--- src/rtl/cdc_handshake_tx.sv ---
// Source side of a four-phase req/ack CDC handshake: holds the accepted word on
// data_out, raises req_out a cycle later and sequences against a synchronized ack_in.
module cdc_handshake_tx #(
    parameter int unsigned DATA_WIDTH     = 8,
    parameter int unsigned SYNC_STAGES    = 2,
    parameter int unsigned TIMEOUT_CYCLES = 1024
) (
    input  logic                  clk,
    input  logic                  rst_n,
    input  logic [DATA_WIDTH-1:0] in_data,
    input  logic                  in_valid,
    output logic                  in_ready,
    output logic [DATA_WIDTH-1:0] data_out,
    output logic                  req_out,
    input  logic                  ack_in,
    output logic                  busy,
    output logic                  done_tick,
    output logic                  timeout_tick
);

    localparam int unsigned     CW       = $clog2(TIMEOUT_CYCLES) + 1;
    localparam logic [CW-1:0]   TMO_LAST = CW'(TIMEOUT_CYCLES - 1);

    typedef enum logic [2:0] {
        S_IDLE,
        S_SETUP,
        S_REQ,
        S_REL,
        S_DRAIN
    } state_t;

    state_t                  r_state;
    state_t                  w_next;
    logic [SYNC_STAGES-1:0]  r_ack_sync;
    logic                    w_ack_s;
    logic [CW-1:0]           r_cnt;
    logic [DATA_WIDTH-1:0]   r_data;
    logic                    r_req;
    logic                    r_busy;
    logic                    r_done;
    logic                    r_tmo;
    logic                    w_req_next;
    logic                    w_done;
    logic                    w_tmo;
    logic                    w_accept;
    logic                    w_tmo_hit;
    logic                    w_in_ready;

    assign w_ack_s    = r_ack_sync[SYNC_STAGES-1];
    assign w_in_ready = (r_state == S_IDLE) && !w_ack_s;
    assign w_tmo_hit  = (TIMEOUT_CYCLES != 0) && (r_cnt == TMO_LAST);

    assign in_ready     = w_in_ready;
    assign data_out     = r_data;
    assign req_out      = r_req;
    assign busy         = r_busy;
    assign done_tick    = r_done;
    assign timeout_tick = r_tmo;

    always_ff @(posedge clk or negedge rst_n) begin
        if (!rst_n) begin
            r_ack_sync <= '0;
        end else begin
            r_ack_sync <= {r_ack_sync[SYNC_STAGES-2:0], ack_in};
        end
    end

    // Normal exit is tested before the timeout so it wins on a coincident edge.
    always_comb begin
        w_next     = r_state;
        w_req_next = r_req;
        w_done     = 1'b0;
        w_tmo      = 1'b0;
        w_accept   = 1'b0;
        case (r_state)
            S_IDLE: begin
                if (in_valid && w_in_ready) begin
                    w_accept = 1'b1;
                    w_next   = S_SETUP;
                end
            end
            S_SETUP: begin
                w_req_next = 1'b1;
                w_next     = S_REQ;
            end
            S_REQ: begin
                if (w_ack_s) begin
                    w_req_next = 1'b0;
                    w_next     = S_REL;
                end else if (w_tmo_hit) begin
                    w_req_next = 1'b0;
                    w_tmo      = 1'b1;
                    w_next     = S_DRAIN;
                end
            end
            S_REL: begin
                if (!w_ack_s) begin
                    w_done = 1'b1;
                    w_next = S_IDLE;
                end else if (w_tmo_hit) begin
                    w_req_next = 1'b0;
                    w_tmo      = 1'b1;
                    w_next     = S_DRAIN;
                end
            end
            S_DRAIN: begin
                w_req_next = 1'b0;
                if (!w_ack_s) begin
                    w_next = S_IDLE;
                end
            end
            default: begin
                w_req_next = 1'b0;
                w_next     = S_IDLE;
            end
        endcase
    end

    always_ff @(posedge clk or negedge rst_n) begin
        if (!rst_n) begin
            r_state <= S_IDLE;
            r_req   <= 1'b0;
            r_busy  <= 1'b0;
            r_done  <= 1'b0;
            r_tmo   <= 1'b0;
            r_data  <= '0;
            r_cnt   <= '0;
        end else begin
            r_state <= w_next;
            r_req   <= w_req_next;
            r_busy  <= (w_next != S_IDLE);
            r_done  <= w_done;
            r_tmo   <= w_tmo;
            if (w_accept) begin
                r_data <= in_data;
            end
            if (r_state == S_SETUP) begin
                r_cnt <= '0;
            end else if (r_state == S_REQ || r_state == S_REL) begin
                r_cnt <= r_cnt + 1'b1;
            end
        end
    end

endmodule

--- config.mk ---
export PLATFORM = sky130hd
export DESIGN_NAME = cdc_handshake_tx
export DESIGN_NICKNAME = d
export VERILOG_FILES = /design/src/rtl/cdc_handshake_tx.sv
export SDC_FILE = /design/constraint.sdc
export NUM_CORES = 1
export LEC_CHECK = 0
export ABC_AREA = 1
export ABC_CLOCK_PERIOD_IN_PS = 3250
export BUFFER_PORTS_ARGS = -buffer_cell sky130_fd_sc_hd__buf_2
export CORE_MARGIN = 2
export CORE_UTILIZATION = 40
export CTS_BUF_LIST = sky130_fd_sc_hd__clkbuf_16
export CTS_CLUSTER_DIAMETER = 200
export CTS_CLUSTER_SIZE = 24
export DETAILED_ROUTE_END_ITERATION = 12
export GPL_TIMING_DRIVEN = 0
export PLACE_DENSITY_LB_ADDON = 0.15
export SYNTH_ARGS = -nofsm -noshare
export SYNTH_HDL_FRONTEND = slang
export SYNTH_SLANG_ARGS = --single-unit
export TNS_END_PERCENT = 20
--- constraint.sdc ---
create_clock -name clk -period 3.25 [get_ports clk]
set_clock_uncertainty 0.1 [all_clocks]
set_input_delay 0.65 -clock clk [delete_from_list [all_inputs] [get_ports clk]]
set_output_delay 0.65 -clock clk [all_outputs]
set_load 0.005 [all_outputs]
== Word-level counts from Yosys, hierarchy flattened ==
Index checks and enable logic that the tools add are counted.

* Register bits after elaboration: 28
* Output and inout bits: 13
* Word-level logic and storage cells: 44

* Add/subtract/negate cells: 1
* Equal/unequal tests: 6
* Muxes and demuxes: 20
* Bitwise operators: 1
* Reduce and logical (&&, ||, !) cells: 8

{| class="wikitable"
|+ Operators with widths
! operator !! number
|-
| 2-to-1 mux 11 bit || 2
|-
| 2-to-1 mux 3 bit || 5
|-
| one-hot mux 3 bit (5 select lines) || 1
|-
| adder 11 x 1 -> 11 bit (second input constant) || 1
|-
| equality test 11 x 10 -> 1 bit (second input constant) || 1
|-
| 2-to-1 mux 1 bit || 10
|-
| equality test 3 x 2 -> 1 bit (second input constant) || 2
|-
| one-hot mux 1 bit (4 select lines) || 1
|-
| equality test 3 x 1 -> 1 bit (second input constant) || 1
|-
| equality test 3 bit (second input constant) || 1
|-
| logical NOT 3 bit || 1
|-
| nonzero test 3 bit || 1
|-
| logical AND 1 bit || 2
|-
| != test 2 bit (second input constant) || 1
|-
| one-hot mux 1 bit (2 select lines) || 1
|-
| AND reduction 2 bit || 1
|-
| nonzero test 2 bit || 1
|-
| logical NOT 1 bit || 1
|-
| logical OR 1 bit || 1
|-
| NOT 1 bit || 1
|}

== Logic depth before layout (Yosys ltp) ==
* Depth in word-level cells: 6
* Mapped depth: 8

== Worst setup path before layout ==
OpenSTA, ideal clock, no wires.

* Path kind: flip-flop to output port
* Start: register r_state[0]
* End: output port in_ready
* Arrival: 0.734 ns
* Required time: 2.500 ns
* Slack: 1.766 ns
* Stages on the path, launching flop included: 4
* Path buffers: 0
* Cells stage by stage: dfrtp_1 -> nor2_2 -> nand2_2 -> nor2_4

* Longest elaborated chain between the ends: 2

{| class="wikitable"
|+ RTL lines
! element !! line !! RTL
|-
| start: declaration || 32 || <nowiki>state_t r_state;</nowiki>
|-
| start signal: assignment || 129 || <nowiki>r_state <= w_next;</nowiki>
|-
| logical NOT 3 bit || 50 || <nowiki>assign w_in_ready = (r_state == S_IDLE) && !w_ack_s;</nowiki>
|-
| logical AND 1 bit || 50 ||
|-
| end: declaration || 12 || <nowiki>output logic in_ready,</nowiki>
|}

No other way between the ends.

== Worst setup path in the final report ==
Ends and elaborated chain as after synthesis.

==> results.md <==
Placement:
- At the end of routability-driven placement, the weighted congestion stood at 0.8060.
- The number of port buffers is 24.
- In this run, placement finished with an instance count of 217.
- The half-perimeter wire length of the detailed placement result is approximately 1700 um.
- Once placement finished, the instance area stood at 1454 um^2.

Power and ir drop:
- The fraction of power consumed by combinational cells is 29.4%.
- The switching share of power is a little under a third.
- The proportion of power drawn by the clock network is 28.7%.
- Internal power comes to between 800 and 900 uW.
- The power share of the sequential group is 41.8%.
- The design draws around 1.2 mW.
- The power density over the cells is 797.4 nW/um^2.
- The leakage power total is 0.8255 nW.
- The switching power total is 395.5 uW.
- The maximum VDD drop is ~320 uV.

Critical path:
- Grouping stages by cell kind, the critical path spends the most delay in flip-flops.
- STA classifies the critical path startpoint as a register.
- The start-to-end type of the worst setup path is register to primary output.
- The required time at the worst-slack endpoint is around 2500 ps.
- The number of buffer and inverter instances along the worst setup path is 1.
- The slowest stage of the critical path belongs to the cell sky130_fd_sc_hd__dfrtp_1.
- In this run the worst path has a maximum fanout of 6.
- Traced cell by cell, the critical path runs through nor2_2 -> nand2_2 -> nor2_4 -> buf_2.
- The highest cell delay on the worst timing path is 440 ps.
- The worst setup path is captured at a primary output.
- Data on the critical path arrives at its endpoint at between 1000 and 1500 ps.

Synth:
- Counting flops with a built-in enable in the synthesized netlist gives 0.
- The number of nets handed over by synthesis was 162.
- The portion of netlist area occupied by mux cells is 0%.
- After synthesis, flip-flops and latches occupy ~55% of the total area.
- After technology mapping, the gate count stands at 149.
- After synthesis, the share of flip-flops with an asynchronous set or reset is 100.0%.
- The commonest cells after synthesis are 49 x sky130_fd_sc_hd__nand2_1, 28 x sky130_fd_sc_hd__dfrtp_1, 12 x sky130_fd_sc_hd__inv_1.
- After synthesis, the netlist uses 21 different library cells.
- The synthesized-area fraction occupied by ao, oa, aoi and oai cells is 10.67%.
- The synthesized design contains 28 register bits.
- The count of warnings emitted by yosys is 0.
- Summing the areas of all fa, ha and maj instances in the mapped netlist gives 0.9785% of the synthesized area.
- The post-synthesis cell area is 1279 um^2.
- The mean post-synth cell area is 8.582 um^2.
- The share of the synthesized area in the top cell type is 54.79%.
- The synthesized netlist devotes 28.47% of its cell area to simple gates.
- The leading area contributor after synthesis is sky130_fd_sc_hd__dfrtp_1.
- The dominant cell by count in the synthesized netlist is sky130_fd_sc_hd__nand2_1.
- The synthesized netlist devotes 0% of its cell area to XOR and XNOR gates.
- The largest family of logic cells by synthesized area is simple AND/OR/NAND/NOR gates.
- The flip-flop cell with the highest count after synthesis is sky130_fd_sc_hd__dfrtp_1.
- By area the synthesized netlist is led by sky130_fd_sc_hd__dfrtp_1 55%, sky130_fd_sc_hd__nand2_1 14%, sky130_fd_sc_hd__o21ai_0 4.3%, sky130_fd_sc_hd__nand3_1 3.5%, sky130_fd_sc_hd__inv_1 3.5%.

Finish:
- Relative to the synthesized area, the layout overhead comes to 21.92%.
- The final standard cell area without fillers is 1559 um^2.
- The net count of the finished layout is 191.
- The final cell count without fillers is 221.
- Of the cells placed in the final design, the portion with a size suffix greater than 1 is between 20% and 30%.
- The antenna diode count is 0.
- The layout filler cell count is just over 300.

Timing:
- The sum of negative setup slack is 0 ps.
- Of the available clock period, the critical path in the final layout requires slightly below 60%.
- Setup repair after global routing left no endpoint under its margin.
- The count of final max-slew check failures is 0.
- The final hold slack is 256.0 ps.
- The fmax is 0.5176 GHz.
- The worst-case headroom to the max-slew limit is roughly three fifths.
- The worst path in the final design needs a cycle of 1932 ps, including I/O delays and setup.
- At the pin with the least slew margin, the transition time is 620.1 ps.
- The count of final hold-check violations is 0.
- The final setup violation count is 0.

Clocking:
- In this run the number of H-tree levels came out at 1.
- The post-cts sizing count is 0.
- The root buffer cell chosen for the clock tree is sky130_fd_sc_hd__clkbuf_16.
- The count of hold buffers inserted by post-cts repair is 0.
- The clock drives 28 sinks.
- TritonCTS built the clock tree.
- The maximum clock insertion buffer count is 2.
- The post-CTS setup-driven buffer insertion count is 0.
- The register clock-pin slew on the reported worst setup and hold paths is 60 ps.
- The latest clock arrival within the worst-skew pair is 260 ps.
- The number of buffers added by the clock tree synthesis step is 3.

Global routing:
- The number of global-route vias before repair came to 935.
- The maximum number of pins on one net before global-route repair is 29.
- The number of antenna violations at the first check in global routing is 0.
- The first global-routing pass estimated between 3000 and 4000 um of wire.
- The global-route usage over all layers is 14.51%.
- Global routing finished with a remaining overflow of 0.

Floorplan:
- The total I/O pin count is 25.
- After floorplanning, the core was divided into 20 placement rows.
- The die is 60.54 um wide.
- The area of the core region is 3053 um^2.
- The floorplan step set the die height to 60.54 um.
- Once the floorplan was initialized, standard cells occupied a little over two fifths of the core.
- The die covers 3665 um^2.

Drt:
- After detailed routing, the total wire length is 2373 um.
- The number of remaining DRC errors is 0.
- For this block, the initial DRC count from the detailed router was 52.
- The number of vias per cell is 4.738.
- The count of nets left with antenna violations once routing finished came out at 0.
- The wire length per cell after detailed routing is 10.74 um.
- The detailed-routing iteration count for the pre-antenna-repair pass is 4.
- For this block, the via count after detailed routing is 1047.

Flow run:
- Across the run, the number of max-cap violations was 0.

Outcome:
- The flow ran to the end, and the final reports show no timing, DRC or antenna violations.

Hold path:
- The class of the most critical hold timing path is register to register.
stage by stage:
step | worst slack, ps | util [%]
after floorplan | 1766 | -
after global placement | 1598 | 47.62
after detailed placement | 1602 | 47.62
after CTS | 1311 | 51.07
after global routing | 1236 | 51.07
final | 1318 | 51.07
path summary, 6_finish.rpt:
path / start / endpoint / slack, ps / cells past startpoint
setup / recovery: r_state[0] / in_ready / 1320 / 4
hold / removal: r_ack_sync[0] / r_ack_sync[1] / 260 / 0
setup reg to reg: r_cnt[0] / busy / 1770 / 6
hold reg to reg: r_ack_sync[0] / r_ack_sync[1] / 260 / 0
max in group asynchronous: rst_n / data_out[3] / 2350 / 1
min in group asynchronous: rst_n / busy / 300 / 1
layout by cell type, fill, tap and decap left out:
cell type	n
sky130_fd_sc_hd__o21ai_0	11
sky130_fd_sc_hd__a21oi_2	1
sky130_fd_sc_hd__a22o_1	1
sky130_fd_sc_hd__nor2_2	1
sky130_fd_sc_hd__nor2_1	10
sky130_fd_sc_hd__nor2_4	3
sky130_fd_sc_hd__nand2_2	3
sky130_fd_sc_hd__a31oi_1	1
sky130_fd_sc_hd__ha_1	1
sky130_fd_sc_hd__inv_1	12
sky130_fd_sc_hd__clkbuf_16	3
sky130_fd_sc_hd__o21ai_1	3
sky130_fd_sc_hd__nand2_1	49
sky130_fd_sc_hd__a21oi_1	7
sky130_fd_sc_hd__o31ai_1	1
sky130_fd_sc_hd__nand4_1	1
sky130_fd_sc_hd__buf_2	24
sky130_fd_sc_hd__inv_4	2
sky130_fd_sc_hd__bufinv_16	1
sky130_fd_sc_hd__nand3_2	1
sky130_fd_sc_hd__dfrtp_1	28
sky130_fd_sc_hd__nand3_1	9
sky130_fd_sc_hd__nand2_4	2
sky130_fd_sc_hd__inv_2	2
routing by layer:
layer  wire length (um)  part of all wire, %  vias up  track usage [%]
li1                   -                    -      538                -
met1               1112                   47      486            19.16
met5                  0                    0        -                0
met3                 81                  3.4        5            3.838
met4                 35                  1.5        0            5.590
met2               1144                   48       18            22.98
power by group through the flow:
stage | clock network (mW) | registers (mW) | logic (mW)
2_1_floorplan | 0 | 0.527 | 0.234
3_3_place_gp | 0 | 0.523 | 0.364
3_5_place_dp | 0 | 0.527 | 0.370
4_1_cts | 0.368 | 0.521 | 0.374
5_1_grt | 0.387 | 0.535 | 0.422
6_report | 0.357 | 0.520 | 0.366
cell type report:
type                       instances  area (um^2)  share of cell area (%)
clock buffer                       3        75.07                   4.815
clock inverter                     1        30.03                   1.926
inverter                          16        65.06                   4.173
multi-input combinational        105        513.0                   32.91
sequential                        28        700.7                   44.94
tap                               44        55.05                   3.531
timing repair buffer              24        120.1                   7.705
sequential cells by signal, indices dropped and copies added, names as in the netlist:
| name | flops |
|---|---|
| data_out | 8 |
| req_out | 1 |
| r_state | 3 |
| done_tick | 1 |
| r_ack_sync | 2 |
| r_cnt | 11 |
| busy | 1 |
| timeout_tick | 1 |
kinds of logic (layout without fill, tap and decap cells):
logic type	count (synthesis)	after routing
and+or+nand+nor	79	79
DFF	28	28
AOI/OAI and AO/OA	25	25
buffers and inverters	16	44
adders and majority gates	1	1
No activity file was read; power rests on OpenSTA's default activity.
